**src/rtl/mod_sseg_hex_if.sv**
```systemverilog
// Data-bus port bundle for the hex front end: the master (CPU) drives requests,
// the slave (peripheral) returns readback data.
interface mod_sseg_hex_if;
    logic        ie;
    logic        de;
    logic [31:0] iaddr;
    logic [31:0] daddr;
    logic        drw;
    logic [31:0] din;
    logic [31:0] iout;
    logic [31:0] dout;

    modport master (
        output ie, de, iaddr, daddr, drw, din,
        input  iout, dout
    );

    modport slave (
        input  ie, de, iaddr, daddr, drw, din,
        output iout, dout
    );
endinterface

```
**src/rtl/mod_sseg_hex.sv**
```systemverilog
// Hex front end for the seven-segment peripheral: encodes a 16-bit value into
// four active-low segment bytes and pushes the word downstream on a write strobe.
//
// state | meaning
// IDLE  | waiting for DIRTY; snapshots VALUE, CTRL and blink phase on exit
// ENC   | encodes one digit per cycle, digit 3 first
// PUSH  | one-cycle downstream write strobe with sseg_din valid
module mod_sseg_hex #(
    parameter int CLOCK_FREQ = 25000000,
    parameter int BLINK_HZ   = 2
) (
    input  logic        clk,
    input  logic        rst,
    mod_sseg_hex_if.slave bus,
    output logic        sseg_de,
    output logic        sseg_drw,
    output logic [31:0] sseg_din
);

    localparam int HALF = CLOCK_FREQ / (2 * BLINK_HZ);
    localparam int CW   = (HALF > 1) ? $clog2(HALF) : 1;

    typedef enum logic [1:0] {
        S_IDLE,
        S_ENC,
        S_PUSH
    } state_t;

    state_t          state_q;
    state_t          state_nxt;

    logic [15:0]     value_q;
    logic [7:0]      ctrl_q;
    logic            dirty_q;
    logic [CW-1:0]   blink_cnt;
    logic            phase_q;

    logic [15:0]     snap_value;
    logic [7:0]      snap_ctrl;
    logic            snap_phase;
    logic [1:0]      idx_q;
    logic            zrun_q;
    logic [31:0]     work_q;

    logic            wr_en;
    logic            toggle;
    logic            leave_idle;
    logic [3:0]      nib;
    logic [3:0]      dp_mask;
    logic            blank_dig;
    logic            blank_all;
    logic [7:0]      seg_byte;
    logic            unused_bits;

    function automatic logic [7:0] hex_seg(input logic [3:0] n);
        case (n)
            4'h0:    hex_seg = 8'hC0;
            4'h1:    hex_seg = 8'hF9;
            4'h2:    hex_seg = 8'hA4;
            4'h3:    hex_seg = 8'hB0;
            4'h4:    hex_seg = 8'h99;
            4'h5:    hex_seg = 8'h92;
            4'h6:    hex_seg = 8'h82;
            4'h7:    hex_seg = 8'hF8;
            4'h8:    hex_seg = 8'h80;
            4'h9:    hex_seg = 8'h90;
            4'hA:    hex_seg = 8'h88;
            4'hB:    hex_seg = 8'h83;
            4'hC:    hex_seg = 8'hC6;
            4'hD:    hex_seg = 8'hA1;
            4'hE:    hex_seg = 8'h86;
            default: hex_seg = 8'h8E;
        endcase
    endfunction

    assign wr_en      = bus.de & bus.drw;
    assign toggle     = (blink_cnt == CW'(HALF - 1));
    assign leave_idle = (state_q == S_IDLE) && dirty_q;
    assign unused_bits = ^{bus.ie, bus.iaddr, bus.daddr[31:3], bus.daddr[1:0], bus.din[31:16]};

    assign bus.iout = 32'h0;
    assign bus.dout = bus.daddr[2] ? {23'h0, (state_q != S_IDLE), ctrl_q}
                                   : {16'h0, value_q};

    always_ff @(negedge clk or posedge rst) begin
        if (rst) state_q <= S_IDLE;
        else     state_q <= state_nxt;
    end

    always_comb begin
        state_nxt = state_q;
        sseg_de   = 1'b0;
        sseg_drw  = 1'b0;
        case (state_q)
            S_IDLE: if (dirty_q) state_nxt = S_ENC;
            S_ENC:  if (idx_q == 2'd0) state_nxt = S_PUSH;
            S_PUSH: begin
                sseg_de   = 1'b1;
                sseg_drw  = 1'b1;
                state_nxt = S_IDLE;
            end
            default: state_nxt = S_IDLE;
        endcase
    end

    // Current digit; zrun_q tracks "all higher digits were zero" for blanking.
    always_comb begin
        nib       = snap_value[{idx_q, 2'b00} +: 4];
        dp_mask   = snap_ctrl[7:4];
        blank_dig = snap_ctrl[1] && zrun_q && (nib == 4'h0) && (idx_q != 2'd0);
        blank_all = !snap_ctrl[0] || (snap_ctrl[2] && !snap_phase);
        seg_byte  = blank_dig ? 8'hFF : hex_seg(nib);
        if (dp_mask[idx_q]) seg_byte[7] = 1'b0;
    end

    always_ff @(negedge clk or posedge rst) begin
        if (rst) begin
            value_q    <= 16'h0;
            ctrl_q     <= 8'h0;
            dirty_q    <= 1'b1;
            blink_cnt  <= '0;
            phase_q    <= 1'b1;
            snap_value <= 16'h0;
            snap_ctrl  <= 8'h0;
            snap_phase <= 1'b1;
            idx_q      <= 2'd3;
            zrun_q     <= 1'b1;
            work_q     <= 32'hFFFF_FFFF;
            sseg_din   <= 32'hFFFF_FFFF;
        end else begin
            if (wr_en && !bus.daddr[2]) value_q <= bus.din[15:0];
            if (wr_en &&  bus.daddr[2]) ctrl_q  <= bus.din[7:0];

            if (toggle) begin
                blink_cnt <= '0;
                phase_q   <= ~phase_q;
            end else begin
                blink_cnt <= blink_cnt + CW'(1);
            end

            // Setting wins over the clear so a write on the exit edge is not lost.
            if (wr_en || (toggle && ctrl_q[0] && ctrl_q[2])) dirty_q <= 1'b1;
            else if (leave_idle)                              dirty_q <= 1'b0;

            if (leave_idle) begin
                snap_value <= value_q;
                snap_ctrl  <= ctrl_q;
                snap_phase <= phase_q;
                idx_q      <= 2'd3;
                zrun_q     <= 1'b1;
            end

            if (state_q == S_ENC) begin
                work_q[{idx_q, 3'b000} +: 8] <= seg_byte;
                zrun_q <= zrun_q && (nib == 4'h0);
                idx_q  <= idx_q - 2'd1;
                if (idx_q == 2'd0)
                    sseg_din <= blank_all ? 32'hFFFF_FFFF : {work_q[31:8], seg_byte};
            end
        end
    end

endmodule

```
**src/flat_wrapper.sv**
```systemverilog
// flat-port wrapper written by rule: the top's interface ports become plain ports
module mod_sseg_hex_flat 
#(
    parameter int CLOCK_FREQ = 25000000,
    parameter int BLINK_HZ   = 2
)
  (clk, rst, sseg_de, sseg_drw, sseg_din, bus_ie, bus_de, bus_iaddr, bus_daddr, bus_drw, bus_din, bus_iout, bus_dout);
  mod_sseg_hex_if bus_i ();
  input  logic clk;
  input  logic rst;
  output logic sseg_de;
  output logic sseg_drw;
  output logic [31:0] sseg_din;
  input wire logic [$bits(bus_i.ie)-1:0] bus_ie;
  input wire logic [$bits(bus_i.de)-1:0] bus_de;
  input wire logic [$bits(bus_i.iaddr)-1:0] bus_iaddr;
  input wire logic [$bits(bus_i.daddr)-1:0] bus_daddr;
  input wire logic [$bits(bus_i.drw)-1:0] bus_drw;
  input wire logic [$bits(bus_i.din)-1:0] bus_din;
  output wire logic [$bits(bus_i.iout)-1:0] bus_iout;
  output wire logic [$bits(bus_i.dout)-1:0] bus_dout;
  assign bus_i.ie = bus_ie;
  assign bus_i.de = bus_de;
  assign bus_i.iaddr = bus_iaddr;
  assign bus_i.daddr = bus_daddr;
  assign bus_i.drw = bus_drw;
  assign bus_i.din = bus_din;
  assign bus_iout = bus_i.iout;
  assign bus_dout = bus_i.dout;
  mod_sseg_hex #(.CLOCK_FREQ(CLOCK_FREQ), .BLINK_HZ(BLINK_HZ)) u_core (.clk(clk), .rst(rst), .bus(bus_i), .sseg_de(sseg_de), .sseg_drw(sseg_drw), .sseg_din(sseg_din));
endmodule
```
**config.mk**
```make
export PLATFORM = sky130hd
export DESIGN_NAME = mod_sseg_hex_flat
export DESIGN_NICKNAME = d
export VERILOG_FILES = /design/src/rtl/mod_sseg_hex_if.sv /design/src/rtl/mod_sseg_hex.sv /design/src/flat_wrapper.sv
export SDC_FILE = /design/constraint.sdc
export NUM_CORES = 1
export LEC_CHECK = 0
export ABC_CLOCK_PERIOD_IN_PS = 4450
export CORE_UTILIZATION = 42
export DETAILED_ROUTE_END_ITERATION = 8
export PLACE_DENSITY = 0.78
export SLEW_MARGIN = 0
export SYNTH_ARGS = -nofsm -noshare
export SYNTH_HDL_FRONTEND = slang
export SYNTH_SLANG_ARGS = --single-unit
```
**constraint.sdc**
```tcl
create_clock -name clk -period 4.45 [get_ports clk]
set_input_delay 0.89 -clock clk [delete_from_list [all_inputs] [get_ports clk]]
set_output_delay 0.89 -clock clk [all_outputs]
set_load 0.05 [all_outputs]
```
Word level (Yosys, flattened, before mapping)
Memories as Yosys holds them, arrays and structs flattened. Cells that the tools add are included.

Memories: 1. Logic and storage cells: 70. Register bits: 143. ROM bits: 112. Output and inout port bits: 98.

Add/subtract/negate cells: 3. Mux-type cells: 18. Order comparisons: 1. Bitwise logic cells: 2. Reduce and logical (&&, ||, !) cells: 24. Eq/ne operators: 5. Shift-type cells: 3.

Memories: (no name shown) (depth 16, bits a word 7, read ports 1, clocked after memory_dff 0, write ports 0, RTL line mod_sseg_hex.sv:56) `case (n)`.

Operators by type and width (count): 32-bit bitwise mux (1); 32-bit 2-to-1 mux (1); 8-bit by 7-bit variable shift with 32-bit output, first input constant (1); 8-bit by 7-bit variable part select with 32-bit output (1); 23-bit by 1-bit adder with 23-bit output, second input constant (1); 23-bit equality test, second input constant (1); 23-bit 2-to-1 mux (1); 16-bit 2-to-1 mux (1); 16-bit by 5-bit variable part select with 4-bit output (1); 1-bit logical AND (10); 2-bit 2-to-1 mux (4); 8-bit 2-to-1 mux (1); 2-bit nonzero test (4); 1-bit 2-to-1 mux (7); 5-bit negation with 7-bit output (1); 2-bit zero test (2); 4-bit zero test (1); 2-bit by 1-bit inequality test with 1-bit output, second input constant (2); 2-bit one-hot mux with 2 select lines (1); 2-bit AND reduction (2); 1-bit zero test (3); 2-bit by 3-bit < comparator with 1-bit output, second input constant (1); 1-bit binary-select mux with 2-bit select (1); 2-bit by 1-bit equality test with 1-bit output, second input constant (1); other kinds (5) (6).

Depth between registers and ports, before layout
Depth after elaboration: 8. Gate-level depth with buffers: 9. Gate-level depth less buffers: 8.

==> results.json <==
{
  "status": "complete, but fails checks",
  "failed_checks": "DRC",
  "synth_warnings": 0,
  "synth_area_per_cell_sq_um": 12.05,
  "clkLatencyLatePin_ns": 0.45,
  "wire_per_inst_um": 15.20,
  "stdcell_area_sq_mm": 0.008451,
  "overflow": 0,
  "placed_cells": 766,
  "finClkSkew_ns": 0.05981,
  "grt_usage_pct": 17.77,
  "portBuffers": 70,
  "ys_top_cells_by_area": "dfrtn_1 (28%), dfstp_2 (26%), mux2_2 (9.9%)",
  "hold_path_class": "register to register",
  "synthCells": 526,
  "cts_inserted_buffers": 17,
  "syn_area_sq_mm": 0.006340,
  "syn_to_final_growth_pct": 33.29,
  "cts_tree": "built",
  "endpoint": "sseg_de",
  "worst_pin_slew_ns": 1.010,
  "worstHoldPathCells": 1,
  "maxCapViolCount": 0,
  "crit_arrival_ns": 3.55,
  "synthDistinctLibCells": 52,
  "r2r-start": "u_core.idx_q[1]$_DFFE_NP1P_",
  "p_leak_nw": 3.872,
  "row_count": 44,
  "dieArea_sq_mm": 0.01559,
  "fin_nets": 779,
  "drive_gt1_share_pct": 33.97,
  "yosysTopAreaCellShare_pct": 28.42,
  "antennaDiodeCount": 0,
  "cp-end-kind": "output pin",
  "core_sq_mm": 0.01464,
  "hold_buffers": 0,
  "globalRouteMet3Util_pct": 5.455,
  "drc": 22,
  "fin_util_pct": 57.71,
  "vias": 4434,
  "rr_worst_depth": 8,
  "cts_root_buf": "clkbuf_16",
  "synthFlopType": "dfrtn_1",
  "whs_ns": 0.4240,
  "yosys.area.top_type": "dfrtn_1",
  "ys_seq_area_share_pct": 54.11,
  "ant_nets": 0,
  "path_class": "register to output pin",
  "p_comb_share_pct": 42.8,
  "final_cells": 864,
  "htree_levels": 4,
  "antenna_found_initial": 0,
  "fp.dieH_um": 124.9,
  "most-common-layout-cells": "inv_1 (72), dfrtn_1 (72), dfstp_2 (62)",
  "max_slew_margin_pct": 32.69,
  "multiInputGateArea_sq_mm": 0.002591,
  "required_ns": 3.56,
  "seqPwrFrac_pct": 32.5,
  "dp_hpwl_um": 9199,
  "clock_sinks": 134,
  "ys_seq_elements": 134,
  "met2_usage_pct": 29.15,
  "grt_pass1_vias": 4646,
  "hold_viol": 0,
  "dpl-instance-area_sq_mm": 0.007581,
  "n_fill_cell": 1154,
  "r2r-end": "u_core.work_q[30]$_DFFE_NP1P_",
  "crit_path_start": "u_core.state_q[1]$_DFFE_NP0P_",
  "timing_max_transition_violations_final": 0,
  "switching_share_pct": 39.33,
  "place.gp.congestion": 0.8252,
  "crit_fanout": 4,
  "peakVddDrop_uv": 385.4,
  "routed_wirelength_um": 13130,
  "setup_viol": 0,
  "clk_pin_slew_ns": 0.04,
  "die_x_um": 124.9,
  "grt_use_met1_pct": 21.93,
  "worstSetupStartpointType": "register",
  "r2r_slack_ns": 1.59,
  "synth-async-reset-ratio_pct": 100.0,
  "p_clk_share_pct": 24.8,
  "initial_core_util_pct": 43.29,
  "ios": 199,
  "power_density_mw_per_mm2": 765.1,
  "grt_busiest_layer": "met2",
  "clockBufferDepth": 2,
  "final-seq-area_sq_mm": 0.003431,
  "power_switching_mw": 2.543,
  "dr.first_iter.drc_count": 327,
  "grt_max_degree": 45,
  "dr.pass1.iters": 7,
  "synth_edf_count": 0,
  "rsz0062_at_grt": "true",
  "routed_via_density": 5.132,
  "grt_pass1_wl_um": 22140,
  "power.internal_mw": 3.923
}
per-layer routing:
metal / up-vias / part of all wire, %
li1: 2039 / -
met1: 2246 / 44
met2: 132 / 50
met3: 17 / 4.5
met4: 0 / 1.6
met5: - / 0
worst max-delay path, stage by stage (launching register included):
cell and delay, ns:
dfrtn_1 0.48, inv_1 0.13, nor2_4 0.17, buf_12 0.16
worst min path at each step:
| stage | startpoint | endpoint | slack [ns] |
|---|---|---|---|
| 6_report | u_core.blink_cnt[0]$_DFF_NP0_ | u_core.blink_cnt[0]$_DFF_NP0_ | 0.42 |
| 5_1_grt | u_core.blink_cnt[15]$_DFF_NP0_ | u_core.blink_cnt[15]$_DFF_NP0_ | 0.45 |
| 4_1_cts | u_core.blink_cnt[0]$_DFF_NP0_ | u_core.blink_cnt[0]$_DFF_NP0_ | 0.42 |
| 3_5_place_dp | u_core.blink_cnt[0]$_DFF_NP0_ | u_core.blink_cnt[0]$_DFF_NP0_ | 0.43 |
| 3_3_place_gp | u_core.blink_cnt[0]$_DFF_NP0_ | u_core.blink_cnt[0]$_DFF_NP0_ | 0.41 |
| 2_1_floorplan | u_core.blink_cnt[0]$_DFF_NP0_ | u_core.blink_cnt[0]$_DFF_NP0_ | 0.39 |
Yosys cell counts (all sizes together) (8+ instances only):
cell type and instances:
o22a 26, clkbuf 10, a22o 9, o21ai 25
inv 12, dfrtn 72, nand3 14, dfstp 62
mux2 56, buf 58, xor2 12, nor2 33
and3 8, ha 11, nand2 33, nor2b 14
stage by stage:
step                      TNS [ns]  power (mW)  setup WS (ns)
final                            0       6.466        0.01053
after global routing      -0.05487       6.807       -0.02245
after floorplan             -12.42       3.917        -0.1724
after global placement      -3.151       4.833        -0.1869
after detailed placement    -3.459       4.916        -0.2070
after CTS                        0       6.494        0.01364
power groups by stage:
stage	logic (mW)	clock network, mW	registers (mW)
2_1_floorplan	1.51	0.0859	2.32
3_5_place_dp	2.71	0.0859	2.12
3_3_place_gp	2.66	0.0859	2.09
6_report	2.76	1.60	2.10
5_1_grt	2.93	1.73	2.15
4_1_cts	2.77	1.63	2.10
logic make-up after synthesis:
kind of cell,synth area share (%)
AOI/OAI and AO/OA,8.782
xor gates and xnor gates,2.625
adders and majority gates,2.171
buffers and inverters,8.013
DFF,54.11
muxes,13.28
other,0.05915
and+or+nand+nor,10.95
registers in the layout, summed over array words and instances (netlist names), 2 cells and up:
name,count
u_core.work_q,24
u_core.ctrl_q,8
u_core.snap_ctrl,7
u_core.value_q,16
u_core.blink_cnt,23
u_core.idx_q,2
u_core.sseg_din,32
u_core.state_q,2
u_core.snap_value,16
timing repair:
item                       CTS  global route
buffers inserted             4             1
resized for setup            2             1
pin swaps                    0             1
setup endpoints to repair    3             3
layout make-up:
type                       instances  area share (%)
inverter                          11          0.5330
clock buffer                      19           5.626
clock inverter                    75           4.131
multi-input combinational        359           30.66
sequential                       134           40.60
tap                              184           2.724
timing repair buffer              82           15.72
Power figures use the tool's default switching activity.
